`src/rtl/coherence_bus_arbiter_if.sv`:
```
// Coherence bus interface: groups the L1 request/grant handshake, the snoop
// broadcast with its per-cache responses, and the L2 access handshake.
//   master : the arbiter side (drives grants, snoops and L2 requests)
//   slave  : the caches / L2 side (drives requests, snoop responses, l2_done)
// Signals:
//   req/req_op/req_addr        per-cache transaction request, op and line address
//   gnt/done/shared_out        one-hot grant, completion pulse, shared status
//   snoop_valid/op/addr/src    snoop broadcast; cache snoop_src ignores it
//   snoop_ack/shared/dirty     per-cache snoop response
//   l2_rd_en/l2_wr_en/l2_addr  L2 request (level), l2_done completes it
interface coherence_bus_arbiter_if #(
  parameter int N_REQ  = 3,
  parameter int ADDR_W = 32
);
  localparam int SRC_W = $clog2(N_REQ);

  logic [N_REQ-1:0]        req;
  logic [2*N_REQ-1:0]      req_op;
  logic [N_REQ*ADDR_W-1:0] req_addr;
  logic [N_REQ-1:0]        gnt;
  logic [N_REQ-1:0]        done;
  logic                    shared_out;

  logic                    snoop_valid;
  logic [1:0]              snoop_op;
  logic [ADDR_W-1:0]       snoop_addr;
  logic [SRC_W-1:0]        snoop_src;
  logic [N_REQ-1:0]        snoop_ack;
  logic [N_REQ-1:0]        snoop_shared;
  logic [N_REQ-1:0]        snoop_dirty;

  logic                    l2_rd_en;
  logic                    l2_wr_en;
  logic [ADDR_W-1:0]       l2_addr;
  logic                    l2_done;

  modport master (
    input  req, req_op, req_addr, snoop_ack, snoop_shared, snoop_dirty, l2_done,
    output gnt, done, shared_out, snoop_valid, snoop_op, snoop_addr, snoop_src,
           l2_rd_en, l2_wr_en, l2_addr
  );

  modport slave (
    output req, req_op, req_addr, snoop_ack, snoop_shared, snoop_dirty, l2_done,
    input  gnt, done, shared_out, snoop_valid, snoop_op, snoop_addr, snoop_src,
           l2_rd_en, l2_wr_en, l2_addr
  );
endinterface

```
`src/rtl/coherence_bus_arbiter.sv`:
```
// Shared snoop-bus controller for N_REQ private L1 caches and a common L2.
// Grants the bus round-robin, broadcasts BusRd/BusRdX/BusUpgr as snoops to
// the other caches, sequences a dirty flush and the L2 read/write, then
// returns a done pulse plus shared status to the requester.
// Ports:
//   clk        rising-edge clock
//   rst_n      asynchronous active-low reset
//   bus        coherence_bus_arbiter_if.master (requests, snoops, L2)
//   proto_err  sticky protocol-error flag, cleared only by reset
module coherence_bus_arbiter #(
  parameter int N_REQ  = 3,
  parameter int ADDR_W = 32
) (
  input  logic                    clk,
  input  logic                    rst_n,
  coherence_bus_arbiter_if.master bus,
  output logic                    proto_err
);
  localparam int SRC_W = $clog2(N_REQ);

  localparam logic [1:0] OP_RD   = 2'b00;
  localparam logic [1:0] OP_RDX  = 2'b01;
  localparam logic [1:0] OP_UPGR = 2'b10;
  localparam logic [1:0] OP_WB   = 2'b11;

  typedef enum logic [2:0] {
    ST_IDLE,
    ST_SNOOP,
    ST_FLUSH,
    ST_L2_ACCESS,
    ST_COMPLETE
  } state_t;

  state_t             state_reg, state_next;
  logic [SRC_W-1:0]   rr_ptr_reg, rr_ptr_next;
  logic [SRC_W-1:0]   src_reg, src_next;
  logic [1:0]         op_reg, op_next;
  logic [ADDR_W-1:0]  addr_reg, addr_next;
  logic [N_REQ-1:0]   ack_seen_reg, ack_seen_next;
  logic [N_REQ-1:0]   shared_acc_reg, shared_acc_next;
  logic [N_REQ-1:0]   dirty_acc_reg, dirty_acc_next;
  logic               proto_err_reg, proto_err_next;

  // Per-requester views of the packed op/address buses.
  logic [1:0]         op_arr   [N_REQ];
  logic [ADDR_W-1:0]  addr_arr [N_REQ];
  logic [N_REQ-1:0]   src_onehot;
  logic               busy;

  generate
    for (genvar gi = 0; gi < N_REQ; gi++) begin : g_req
      assign op_arr[gi]     = bus.req_op[2*gi +: 2];
      assign addr_arr[gi]   = bus.req_addr[ADDR_W*gi +: ADDR_W];
      assign src_onehot[gi] = (src_reg == SRC_W'(gi));
      assign bus.gnt[gi]    = busy && src_onehot[gi];
      assign bus.done[gi]   = (state_reg == ST_COMPLETE) && src_onehot[gi];
    end
  endgenerate

  // Round-robin pick: scan candidates from rr_ptr upward with wrap. The loop
  // runs from the farthest candidate back to rr_ptr so the last hit wins,
  // which is the first requester in scan order.
  logic               pick_valid;
  logic [SRC_W-1:0]   pick_idx;
  logic [SRC_W:0]     cand;

  always_comb begin
    pick_valid = 1'b0;
    pick_idx   = '0;
    cand       = '0;
    for (int k = N_REQ - 1; k >= 0; k--) begin
      cand = {1'b0, rr_ptr_reg} + (SRC_W+1)'(k);
      if (cand >= (SRC_W+1)'(N_REQ)) begin
        cand = cand - (SRC_W+1)'(N_REQ);
      end
      if (bus.req[cand[SRC_W-1:0]]) begin
        pick_valid = 1'b1;
        pick_idx   = cand[SRC_W-1:0];
      end
    end
  end

  // Snoop response accumulation including this cycle's responses; the
  // owner's own lines are masked since it does not answer its own snoop.
  logic [N_REQ-1:0]   ack_now, shared_now, dirty_now;
  logic               all_acked;
  logic               snoop_err;

  always_comb begin
    ack_now    = ack_seen_reg   | (bus.snoop_ack & ~src_onehot);
    shared_now = shared_acc_reg | (bus.snoop_ack & bus.snoop_shared & ~src_onehot);
    dirty_now  = dirty_acc_reg  | (bus.snoop_ack & bus.snoop_dirty & ~src_onehot);
    all_acked  = &(ack_now | src_onehot);
    // A dirty owner must be unique and exclusive, and an upgrade or
    // writeback implies the requester already owns the line.
    snoop_err  = ((dirty_now != '0) && ((op_reg == OP_UPGR) || (op_reg == OP_WB)))
              || ((dirty_now & (dirty_now - 1'b1)) != '0)
              || ((dirty_now != '0) && ((shared_now & ~dirty_now) != '0));
  end

  always_comb begin
    state_next      = state_reg;
    rr_ptr_next     = rr_ptr_reg;
    src_next        = src_reg;
    op_next         = op_reg;
    addr_next       = addr_reg;
    ack_seen_next   = ack_seen_reg;
    shared_acc_next = shared_acc_reg;
    dirty_acc_next  = dirty_acc_reg;
    proto_err_next  = proto_err_reg;

    case (state_reg)
      ST_IDLE: begin
        if (pick_valid) begin
          src_next        = pick_idx;
          op_next         = op_arr[pick_idx];
          addr_next       = addr_arr[pick_idx];
          ack_seen_next   = '0;
          shared_acc_next = '0;
          dirty_acc_next  = '0;
          // Writebacks carry the only valid copy; no snoop is needed.
          state_next      = (op_arr[pick_idx] == OP_WB) ? ST_L2_ACCESS : ST_SNOOP;
        end
      end

      ST_SNOOP: begin
        ack_seen_next   = ack_now;
        shared_acc_next = shared_now;
        dirty_acc_next  = dirty_now;
        if (snoop_err) begin
          proto_err_next = 1'b1;
        end
        if (all_acked) begin
          if ((dirty_now != '0) && ((op_reg == OP_RD) || (op_reg == OP_RDX))) begin
            state_next = ST_FLUSH;
          end else if (op_reg == OP_UPGR) begin
            state_next = ST_COMPLETE;
          end else begin
            state_next = ST_L2_ACCESS;
          end
        end
      end

      ST_FLUSH: begin
        if (bus.l2_done) begin
          state_next = ST_L2_ACCESS;
        end
      end

      ST_L2_ACCESS: begin
        if (bus.l2_done) begin
          state_next = ST_COMPLETE;
        end
      end

      ST_COMPLETE: begin
        rr_ptr_next = (src_reg == SRC_W'(N_REQ - 1)) ? '0 : src_reg + 1'b1;
        state_next  = ST_IDLE;
      end

      default: begin
        state_next = ST_IDLE;
      end
    endcase
  end

  always_ff @(posedge clk or negedge rst_n) begin
    if (!rst_n) begin
      state_reg      <= ST_IDLE;
      rr_ptr_reg     <= '0;
      src_reg        <= '0;
      op_reg         <= '0;
      addr_reg       <= '0;
      ack_seen_reg   <= '0;
      shared_acc_reg <= '0;
      dirty_acc_reg  <= '0;
      proto_err_reg  <= 1'b0;
    end else begin
      state_reg      <= state_next;
      rr_ptr_reg     <= rr_ptr_next;
      src_reg        <= src_next;
      op_reg         <= op_next;
      addr_reg       <= addr_next;
      ack_seen_reg   <= ack_seen_next;
      shared_acc_reg <= shared_acc_next;
      dirty_acc_reg  <= dirty_acc_next;
      proto_err_reg  <= proto_err_next;
    end
  end

  assign busy            = (state_reg != ST_IDLE);
  assign bus.snoop_valid = (state_reg == ST_SNOOP);
  assign bus.snoop_op    = op_reg;
  assign bus.snoop_addr  = addr_reg;
  assign bus.snoop_src   = src_reg;
  assign bus.shared_out  = (state_reg == ST_COMPLETE) && (op_reg == OP_RD) && (shared_acc_reg != '0);
  assign bus.l2_wr_en    = (state_reg == ST_FLUSH) || ((state_reg == ST_L2_ACCESS) && (op_reg == OP_WB));
  assign bus.l2_rd_en    = (state_reg == ST_L2_ACCESS) && (op_reg != OP_WB);
  assign bus.l2_addr     = addr_reg;
  assign proto_err       = proto_err_reg;
endmodule

```
`src/flat_wrapper.sv`:
```
// flat-port wrapper written by rule: the top's interface ports become plain ports
module coherence_bus_arbiter_flat 
#(
  parameter int N_REQ  = 3,
  parameter int ADDR_W = 32
)
  (clk, rst_n, proto_err, bus_req, bus_req_op, bus_req_addr, bus_snoop_ack, bus_snoop_shared, bus_snoop_dirty, bus_l2_done, bus_gnt, bus_done, bus_shared_out, bus_snoop_valid, bus_snoop_op, bus_snoop_addr, bus_snoop_src, bus_l2_rd_en, bus_l2_wr_en, bus_l2_addr);
  coherence_bus_arbiter_if #(.N_REQ(N_REQ), .ADDR_W(ADDR_W)) bus_i ();
  input  logic clk;
  input  logic rst_n;
  output logic proto_err;
  input wire logic [$bits(bus_i.req)-1:0] bus_req;
  input wire logic [$bits(bus_i.req_op)-1:0] bus_req_op;
  input wire logic [$bits(bus_i.req_addr)-1:0] bus_req_addr;
  input wire logic [$bits(bus_i.snoop_ack)-1:0] bus_snoop_ack;
  input wire logic [$bits(bus_i.snoop_shared)-1:0] bus_snoop_shared;
  input wire logic [$bits(bus_i.snoop_dirty)-1:0] bus_snoop_dirty;
  input wire logic [$bits(bus_i.l2_done)-1:0] bus_l2_done;
  output wire logic [$bits(bus_i.gnt)-1:0] bus_gnt;
  output wire logic [$bits(bus_i.done)-1:0] bus_done;
  output wire logic [$bits(bus_i.shared_out)-1:0] bus_shared_out;
  output wire logic [$bits(bus_i.snoop_valid)-1:0] bus_snoop_valid;
  output wire logic [$bits(bus_i.snoop_op)-1:0] bus_snoop_op;
  output wire logic [$bits(bus_i.snoop_addr)-1:0] bus_snoop_addr;
  output wire logic [$bits(bus_i.snoop_src)-1:0] bus_snoop_src;
  output wire logic [$bits(bus_i.l2_rd_en)-1:0] bus_l2_rd_en;
  output wire logic [$bits(bus_i.l2_wr_en)-1:0] bus_l2_wr_en;
  output wire logic [$bits(bus_i.l2_addr)-1:0] bus_l2_addr;
  assign bus_i.req = bus_req;
  assign bus_i.req_op = bus_req_op;
  assign bus_i.req_addr = bus_req_addr;
  assign bus_i.snoop_ack = bus_snoop_ack;
  assign bus_i.snoop_shared = bus_snoop_shared;
  assign bus_i.snoop_dirty = bus_snoop_dirty;
  assign bus_i.l2_done = bus_l2_done;
  assign bus_gnt = bus_i.gnt;
  assign bus_done = bus_i.done;
  assign bus_shared_out = bus_i.shared_out;
  assign bus_snoop_valid = bus_i.snoop_valid;
  assign bus_snoop_op = bus_i.snoop_op;
  assign bus_snoop_addr = bus_i.snoop_addr;
  assign bus_snoop_src = bus_i.snoop_src;
  assign bus_l2_rd_en = bus_i.l2_rd_en;
  assign bus_l2_wr_en = bus_i.l2_wr_en;
  assign bus_l2_addr = bus_i.l2_addr;
  coherence_bus_arbiter #(.N_REQ(N_REQ), .ADDR_W(ADDR_W)) u_core (.clk(clk), .rst_n(rst_n), .bus(bus_i), .proto_err(proto_err));
endmodule
```
`config.mk`:
```
export PLATFORM = sky130hd
export DESIGN_NAME = coherence_bus_arbiter_flat
export DESIGN_NICKNAME = d
export VERILOG_FILES = /design/src/rtl/coherence_bus_arbiter_if.sv /design/src/rtl/coherence_bus_arbiter.sv /design/src/flat_wrapper.sv
export SDC_FILE = /design/constraint.sdc
export NUM_CORES = 1
export LEC_CHECK = 0
export BUFFER_PORTS_ARGS = -buffer_cell sky130_fd_sc_hd__buf_4
export CAP_MARGIN = 5
export CORE_UTILIZATION = 48
export DETAILED_ROUTE_END_ITERATION = 8
export PLACE_DENSITY = 0.87
export RECOVER_POWER = 25
export SLEW_MARGIN = 20
export SYNTH_ARGS = -nofsm -noshare
export SYNTH_HDL_FRONTEND = slang
export SYNTH_SLANG_ARGS = --single-unit
```
`constraint.sdc`:
```
create_clock -name clk -period 4.4 [get_ports clk]
set_clock_uncertainty 0.15 [all_clocks]
set_input_delay 0.44 -clock clk [delete_from_list [all_inputs] [get_ports clk]]
set_output_delay 0.44 -clock clk [all_outputs]
set_load 0.02 [all_outputs]
```
==> results of run 1 <==
-- placed cells by master, fill, tap and decap left out, types with 2 or more instances in the layout --
cell type and n:
a22oi_1 7, o21ai_0 14, nor3b_1 2, nand2_1 18, ha_1 3, nand2b_1 3
o32a_1 2, and3_1 2, nor2_1 45, inv_1 6, a221o_1 28, mux2_2 6
clkbuf_8 5, a31oi_1 6, nor3_1 6, a21oi_1 9, a41oi_1 2, mux2i_1 30
dfrtp_1 51, nor2_2 9, buf_4 197, o211ai_1 2, nor2b_1 3, a21o_1 3
-- through the flow --
| stage | std cells | cell area (um2) | power [mW] | setup slack, ns |
|---|---|---|---|---|
| 2_1_floorplan | 335 | 3290 | 2.64 | 1.91 |
| 3_3_place_gp | 556 | 4450 | 3.14 | 1.47 |
| 3_5_place_dp | 556 | 4450 | 3.21 | 1.34 |
| 4_1_cts | 564 | 4540 | 3.50 | 1.31 |
| 5_1_grt | 564 | 4540 | 3.70 | 1.13 |
| 6_report | 564 | 4540 | 3.48 | 1.31 |
-- layout make-up --
cell class / instances / area, um2 / area share (%)
Clock buffer: 5 / 68.8 / 1.52
Inverter: 7 / 26.3 / 0.579
Clock inverter: 3 / 23.8 / 0.524
Sequential cell: 51 / 1280 / 28.1
Multi-Input combinational cell: 223 / 1560 / 34.5
Timing Repair Buffer: 198 / 1480 / 32.7
Tap cell: 77 / 96.3 / 2.12
-- power by group through the flow --
stage / logic, mW / clock network, mW / registers, mW
final: 2.28 / 0.280 / 0.925
after global routing: 2.45 / 0.303 / 0.955
after CTS: 2.29 / 0.286 / 0.921
after detailed placement: 2.30 / 0 / 0.919
after global placement: 2.22 / 0 / 0.917
after floorplan: 1.60 / 0 / 1.05
-- layer usage --
layer  routed length [um]  up-vias  share of wire (%)  GRT usage (%)
met1                 3430     1479                 37           29.1
li1                     -     1485                  -              -
met2                 5030      142                 54           48.1
met5                    0        -                  0              0
met4                  263        0                2.8           9.71
met3                  616       23                6.6           5.21
-- how the worst min path moves through the flow --
stage	from	endpoint	slack (ns)	depth (start not counted)
2_1_floorplan	rst_n	u_core.ack_seen_reg[0]$_DFFE_PN0P_	-0.006	0
3_3_place_gp	u_core.proto_err$_DFFE_PN0P_	u_core.proto_err$_DFFE_PN0P_	0.32	1
3_5_place_dp	u_core.proto_err$_DFFE_PN0P_	u_core.proto_err$_DFFE_PN0P_	0.33	1
4_1_cts	rst_n	u_core.bus.l2_addr[12]$_DFFE_PN0P_	0.02	1
5_1_grt	bus_req_addr[69]	u_core.bus.l2_addr[5]$_DFFE_PN0P_	0.20	2
6_report	bus_req_addr[88]	u_core.bus.l2_addr[24]$_DFFE_PN0P_	0.20	2
-- cells by family after synthesis --
logic type / synth area share [%]
buf+inv: 13.6
simple gates: 14.4
mux: 11.2
flops: 38.8
compound gates: 20.8
fa+ha+maj: 1.14
==> impl_results.md, run 1 <==
* Outcome: complete, but fails checks
* Failing checks: DRC, capacitance limit, slew limit
* Crit path DAT at 3.13 ns
* Critical Path Source: u_core.rr_ptr_reg[0]$_DFFE_PN0P_
* Final setup fails at 0
* CP max stage cell: buf_4
* Leading area contributor after synthesis: dfrtp_1
* Mapped Cells at ~340
* Average wire per standard cell at roughly 17 um
* Post-synth EDFFs at 0
* CTS tree: yes
* Largest stage delay, worst path at 0.43 ns
* Hold Path Class: input port to flip-flop
* Reg-to-reg slack, setup at 1.31 ns
* Comb pwr share at 65.4%
* Post-synthesis sequential area ratio at between 30% and 40%
* Area grow syn2layout at 38.1%
* Residual DRC count at 2
* Root buf cell: clkbuf_8
* Reg clk slew, reported paths at 0.10 ns
* # Post-CTS Setup Buffers at 0
* RSZ-0062 raised after global routing: false
* Inserted Diodes at 0
* Synth top area share at approximately 39%
* Syn Nets at 455
* Maximum VDD drop at around 0.36 mV
* CP startpoint kind: flip-flop
* Hold_ws at 0.203 ns
* Crit path required time at 4.44 ns
* Clk pwr share at 8.0%
* Worst path depth at 10
* Sw Ratio at between 40% and 50%
* Post-Syn Area at between 0.003 and 0.004 mm2
* Clock buffer depth at 2
* Worst-case reg-to-reg path depth at 10
* Layout Nets at 606
* Post-DP HPWL at ~7.2 mm
* Largest net degree at the start of global routing at between 50 and 60
* ANT nets after route at 0
* Routed Wire Length at roughly 9.3 mm
* Most used cell, CP: buf_4
* Slew @ Worst Pin at about 2.6 ns
* Crit path kind: flip-flop to flip-flop
* Worst-path cell chain: inv_1 -> ha_1 -> nand3b_2 -> a21bo_1 -> a22oi_2 -> buf_4 -> or2_1 -> buf_4 -> nor2_1 -> a221o_1
* Max Cap Viol at 1
* Max reg flops at 32
* Internal power consumption at 1.83 mW
* Starting DRC count in detailed routing at 152
* Syn. warnings at 0
* #FFs+latches synth at 51
* Std cell rows at 29
* Synth unique cells at 51
* Pleak at 2.38 nW
* Total GRT Usage at about a quarter
* Global-route wire length before repair at 14.8 mm
* Port Buffers at 195
* Achievable frequency at 0.324 GHz
* GPL Wtd Cong at around 0.86
* Period utilization at 70.2%
* Worst-path maximum fanout at 47
* Core Box Area at 0.00649 mm2
* I/O pin cnt at 196
* Die width at ~85 um
* Final Hold Fails at 0
* Sequential Power Share at 26.6%
* Final setup TNS at 0 ns
* Initial DRT Pass Iterations at 9
* Die Height at 84.7 um
* Fraction of layout cells with a size suffix above 1 at ~47%
* Pwr per Cell Area at 767 mW/mm2
* CP top delay family: buffers and inverters
* Async S/R FF share, synth at 100%
* Most frequent cell after synthesis: dfrtp_1
* Vias in the first global route at approximately 3200
* H-tree levels at 2
* Area contributors post-synth: dfrtp_1, mux2i_1, buf_4
* Initial antenna violation count at 0
* Final core utilization at 69.9%
* Avg Cell Area, Syn at slightly below 10 um2
* Initial core utilization at around half
* Hold buffer count at CTS at 0
* Slew Limit Headroom at -75.6%
* Ys flop type: dfrtp_1
* Overflow after GRT at 0
* Clock sinks at 51
* Fin crit period at about 3.1 ns
* Vias at 3129
* Die area at between 0.007 and 0.008 mm2
* Total CTS buffers at 5
* Psw at 1.66 mW
* Final slew viol count at 52
* CP Capture Type: flip-flop
* Avg Vias per Cell at 5.55
* RR Endpoint: u_core.bus.l2_addr[11]$_DFFE_PN0P_
* Skew-Pair Late Insertion Delay at 0.31 ns
* Reg-to-Reg Start: u_core.rr_ptr_reg[0]$_DFFE_PN0P_
* # fillers at 528
* Critical Path Sink: u_core.bus.l2_addr[11]$_DFFE_PN0P_
* Post-synth top cells: dfrtp_1, nor2_1, buf_4, mux2i_1, a221o_1
* Number of gates resized after cts at 0
* CP bufs+invs at 3
Note: power is estimated with default switching activity, not from simulation.
==> inputs of run 2 (changes only) <==
--- a/config.mk
+++ b/config.mk
@@ -5,11 +5,12 @@
 export SDC_FILE = /design/constraint.sdc
 export NUM_CORES = 1
 export LEC_CHECK = 0
+export ABC_AREA = 1
 export BUFFER_PORTS_ARGS = -buffer_cell sky130_fd_sc_hd__buf_4
 export CAP_MARGIN = 5
-export CORE_UTILIZATION = 48
+export CORE_UTILIZATION = 40
 export DETAILED_ROUTE_END_ITERATION = 8
-export PLACE_DENSITY = 0.87
+export PLACE_DENSITY = 0.77
 export RECOVER_POWER = 25
 export SLEW_MARGIN = 20
 export SYNTH_ARGS = -nofsm -noshare
==> constraint.sdc (replaced) <==
create_clock -name clk -period 2.57 [get_ports clk]
set_clock_uncertainty 0.15 [all_clocks]
set_input_delay 0.257 -clock clk [delete_from_list [all_inputs] [get_ports clk]]
set_output_delay 0.257 -clock clk [all_outputs]
set_load 0.02 [all_outputs]
==> run 2 against run 1 <==
The run now ends clean. Synthesized cell count increased by 27%. First-iteration DRC count decreased by 33%. Combinational power increased by 120%. Worst setup slack got worse by 1.1 ns. Flip-flop and latch count unchanged. Critical path depth increased by 2. Cell area increased by 7.4%. Clock power increased by 64%. Via count increased by 13%. Register-to-register slack got worse by 1.1 ns. Fmax increased by 33%. Critical endpoint is now u_core.bus.l2_addr[0]$_DFFE_PN0P_. Largest cell class unchanged.
==> impl_results.md, run 2 <==
* Worst path depth at 12
* Worst-case reg-to-reg path depth at 12
* Synth unique cells at 34
* Post-synth top cells: nand2_1, nor2_1, dfrtp_1, buf_4, o21ai_0
* # fillers at 743
* Synth Area in XOR/XNOR at 0%
* Fin crit period at 2.33 ns
* Synth Area in Compound Gates at 21.4%
* Initial core utilization at 41.3%
* Synth Area in Simple Gates at between 20% and 30%
* Worst-path maximum fanout at 29
* H-tree levels at 2
* Critical Path Sink: u_core.bus.l2_addr[0]$_DFFE_PN0P_
* Std cell rows at 33
* Async S/R FF share, synth at 100%
* Port Buffers at 195
* Layout Nets at 712
* CP Capture Type: flip-flop
* Reg-to-Reg Start: u_core.rr_ptr_reg[1]$_DFFE_PN0P_
* Sequential Power Share at 22.2%
* Avg Cell Area, Syn at 7.93 um2
* I/O pin cnt at 196
* RSZ-0062 raised after global routing: false
* Comb pwr share at between 70% and 80%
* Reg clk slew, reported paths at around 0.10 ns
* Root buf cell: clkbuf_8
* Routed Wire Length at 10.6 mm
* Psw at approximately 3.7 mW
* Total GRT Usage at 22.7%
* Final core utilization at 59.6%
* Fraction of layout cells with a size suffix above 1 at 44.9%
* Leading area contributor after synthesis: dfrtp_1
* Maximum VDD drop at approximately 0.69 mV
* Max Cap Viol at 0
* Crit path DAT at about 2.4 ns
* CP startpoint kind: flip-flop
* Post-DP HPWL at 8.13 mm
* Initial DRT Pass Iterations at 4
* Most used cell, CP: nand3_2
* Syn. warnings at 0
* Residual DRC count at 0
* Average wire per standard cell at about 15 um
* Syn Nets at 546
* Pwr per Cell Area at 1450 mW/mm2
* Internal power consumption at 3.42 mW
* Pre-CTS worst setup slack at 0.0516 ns
* Total CTS buffers at 5
* Overflow after GRT at 0
* Die Height at 93.9 um
* Most frequent cells in the layout: buf_4, nand2_1, nor2_1
* Die width at between 90 and 100 um
* Sw Ratio at 51.7%
* Slew @ Worst Pin at 1.34 ns
* Core Box Area at 0.00818 mm2
* Clock buffer depth at 2
* Final Hold Fails at 0
* Mux contribution to synthesized area at 0%
* Clk pwr share at under 10%
* Final setup fails at 0
* Crit path kind: flip-flop to flip-flop
* Hold Path Class: input port to flip-flop
* Main combinational cell family by area after synthesis: simple AND/OR/NAND/NOR gates
* Largest net degree at the start of global routing at between 50 and 60
* Skew-Pair Late Insertion Delay at about 0.3 ns
* Area contributors post-synth: dfrtp_1, nand2_1, buf_4
* Vias in the first global route at about 3300
* CP bufs+invs at 3
* Achievable frequency at 0.429 GHz
* Inserted Diodes at 0
* Post-Syn Area at 0.00338 mm2
* ANT nets after route at 0
* Fin worst setup slack at 0.241 ns
* Worst-path cell chain: inv_1 -> ha_1 -> inv_2 -> nand3_2 -> nand3_2 -> a21oi_1 -> nand3_1 -> nand2_2 -> nor2_4 -> buf_12 -> o21ai_0 -> o211ai_2
* Avg Vias per Cell at 5.08
* Pleak at approximately 2.5 nW
* Vias at 3545
* Slew Limit Headroom at a little over a tenth
* Clock sinks at a little over 50
* Area grow syn2layout at 44.3%
* Die area at 0.00881 mm2
* RR Endpoint: u_core.bus.l2_addr[0]$_DFFE_PN0P_
* Starting DRC count in detailed routing at approximately 100
* Ys flop type: dfrtp_1
* Critical Path Source: u_core.rr_ptr_reg[1]$_DFFE_PN0P_
* Largest stage delay, worst path at 0.44 ns
* Most frequent cell after synthesis: nand2_1
* GPL Wtd Cong at 0.898
* Adder-Cell Fraction of Synth Area at 1.41%
* Crit path required time at 2.64 ns
* Final slew viol count at 0
* Leading cell type in the layout, fill and taps excluded: buf_4
* Period utilization at 90.6%
* CTS tree: yes
* Final setup TNS at 0 ns
* Mapped Cells at around 430
* Outcome: completed
* Post-synthesis sequential area ratio at 37.8%
* Global-route wire length before repair at 15.6 mm
* CP top delay family: simple AND/OR/NAND/NOR gates
* Reg-to-reg slack, setup at roughly 0.24 ns
* Initial antenna violation count at 0
* CP max stage cell: dfrtp_1
* Post-synth EDFFs at 0
* Synth top area share at 37.8%
* #FFs+latches synth at 51
* Max reg flops at 32
run 2: cell types whose count changed after synthesis, moves of 7 or more:
cell | previous run | this run
inv_1 | 6 | 24
nor2_1 | 45 | 56
o211ai_2 | 0 | 20
a221o_1 | 28 | 0
nand2_1 | 18 | 102
a22oi_1 | 7 | 0
o21ai_0 | 14 | 33
mux2i_1 | 30 | 0
nor2_2 | 9 | 1
o21ai_1 | 0 | 7
nand3_1 | 0 | 19
o21ai_2 | 0 | 11
run 2: area by class of cell:
cell class / instances / area [um2] / area share [%]
clock inverters: 1 / 5.00 / 0.103
clock buffers: 7 / 76.3 / 1.57
flip-flops and latches: 51 / 1280 / 26.2
inverters: 28 / 120 / 2.46
repair buffers: 208 / 1610 / 33.0
multi-input cells: 298 / 1660 / 34.0
well taps: 105 / 131 / 2.70
run 2: worst min-delay path by stage:
stage / start / endpoint / slack [ns] / cells after the start
after floorplan: rst_n / u_core.ack_seen_reg[0]$_DFFE_PN0P_ / -0.19 / 0
after global placement: rst_n / u_core.bus.l2_addr[27]$_DFFE_PN0P_ / 0.19 / 1
after global routing: bus_req_addr[82] / u_core.bus.l2_addr[18]$_DFFE_PN0P_ / -0.0006 / 3
after detailed placement: rst_n / u_core.bus.l2_addr[2]$_DFFE_PN0P_ / 0.19 / 1
after CTS: bus_req_addr[80] / u_core.bus.l2_addr[16]$_DFFE_PN0P_ / 0.002 / 3
final: bus_req_addr[81] / u_core.bus.l2_addr[17]$_DFFE_PN0P_ / 0.007 / 3
run 2: repair_timing:
action,CTS,global route
setup endpoints to repair,0,7
hold endpoints to repair,52,2
buffers inserted,0,3
gates resized for setup,0,8
hold buffers,2,2
run 2: worst register-to-register path, delay by kind of cell (launching register included):
family          cells  cell delay, ns
simple gates        5            0.67
fa+ha+maj           1            0.22
compound gates      3            0.38
flops               1            0.44
buf+inv             3            0.38
run 2: logic make-up after synthesis:
kind of cell	Yosys count
compound gates	98
buf+inv	77
simple gates	196
flops	51
fa+ha+maj	4
run 2: through the flow:
| step | cell area (um2) | hold WS (ns) | power (mW) | instances |
|---|---|---|---|---|
| global placement | 4690 | 0.192 | 6.34 | 683 |
| CTS | 4790 | 0.00200 | 6.97 | 693 |
| finish | 4870 | 0.00720 | 7.08 | 698 |
| global route | 4870 | -0.000649 | 7.65 | 698 |
| detailed placement | 4690 | 0.190 | 6.50 | 683 |
| floorplan | 3380 | -0.189 | 5.14 | 426 |
run 2: routing by layer:
| metal | GRT usage [%] | vias up | share of wire [%] |
|---|---|---|---|
| met5 | 0 | - | 0 |
| met4 | 7.18 | 0 | 2.0 |
| met3 | 3.56 | 16 | 6.0 |
| met2 | 41.0 | 151 | 53 |
| met1 | 27.4 | 1666 | 39 |
| li1 | - | 1712 | - |
run 2: power by group through the flow:
stage	clock network [mW]	logic, mW	registers, mW
final	0.459	5.05	1.57
after global routing	0.506	5.51	1.63
after CTS	0.474	4.92	1.57
after detailed placement	0	4.92	1.58
after global placement	0	4.78	1.56
after floorplan	0	3.32	1.82
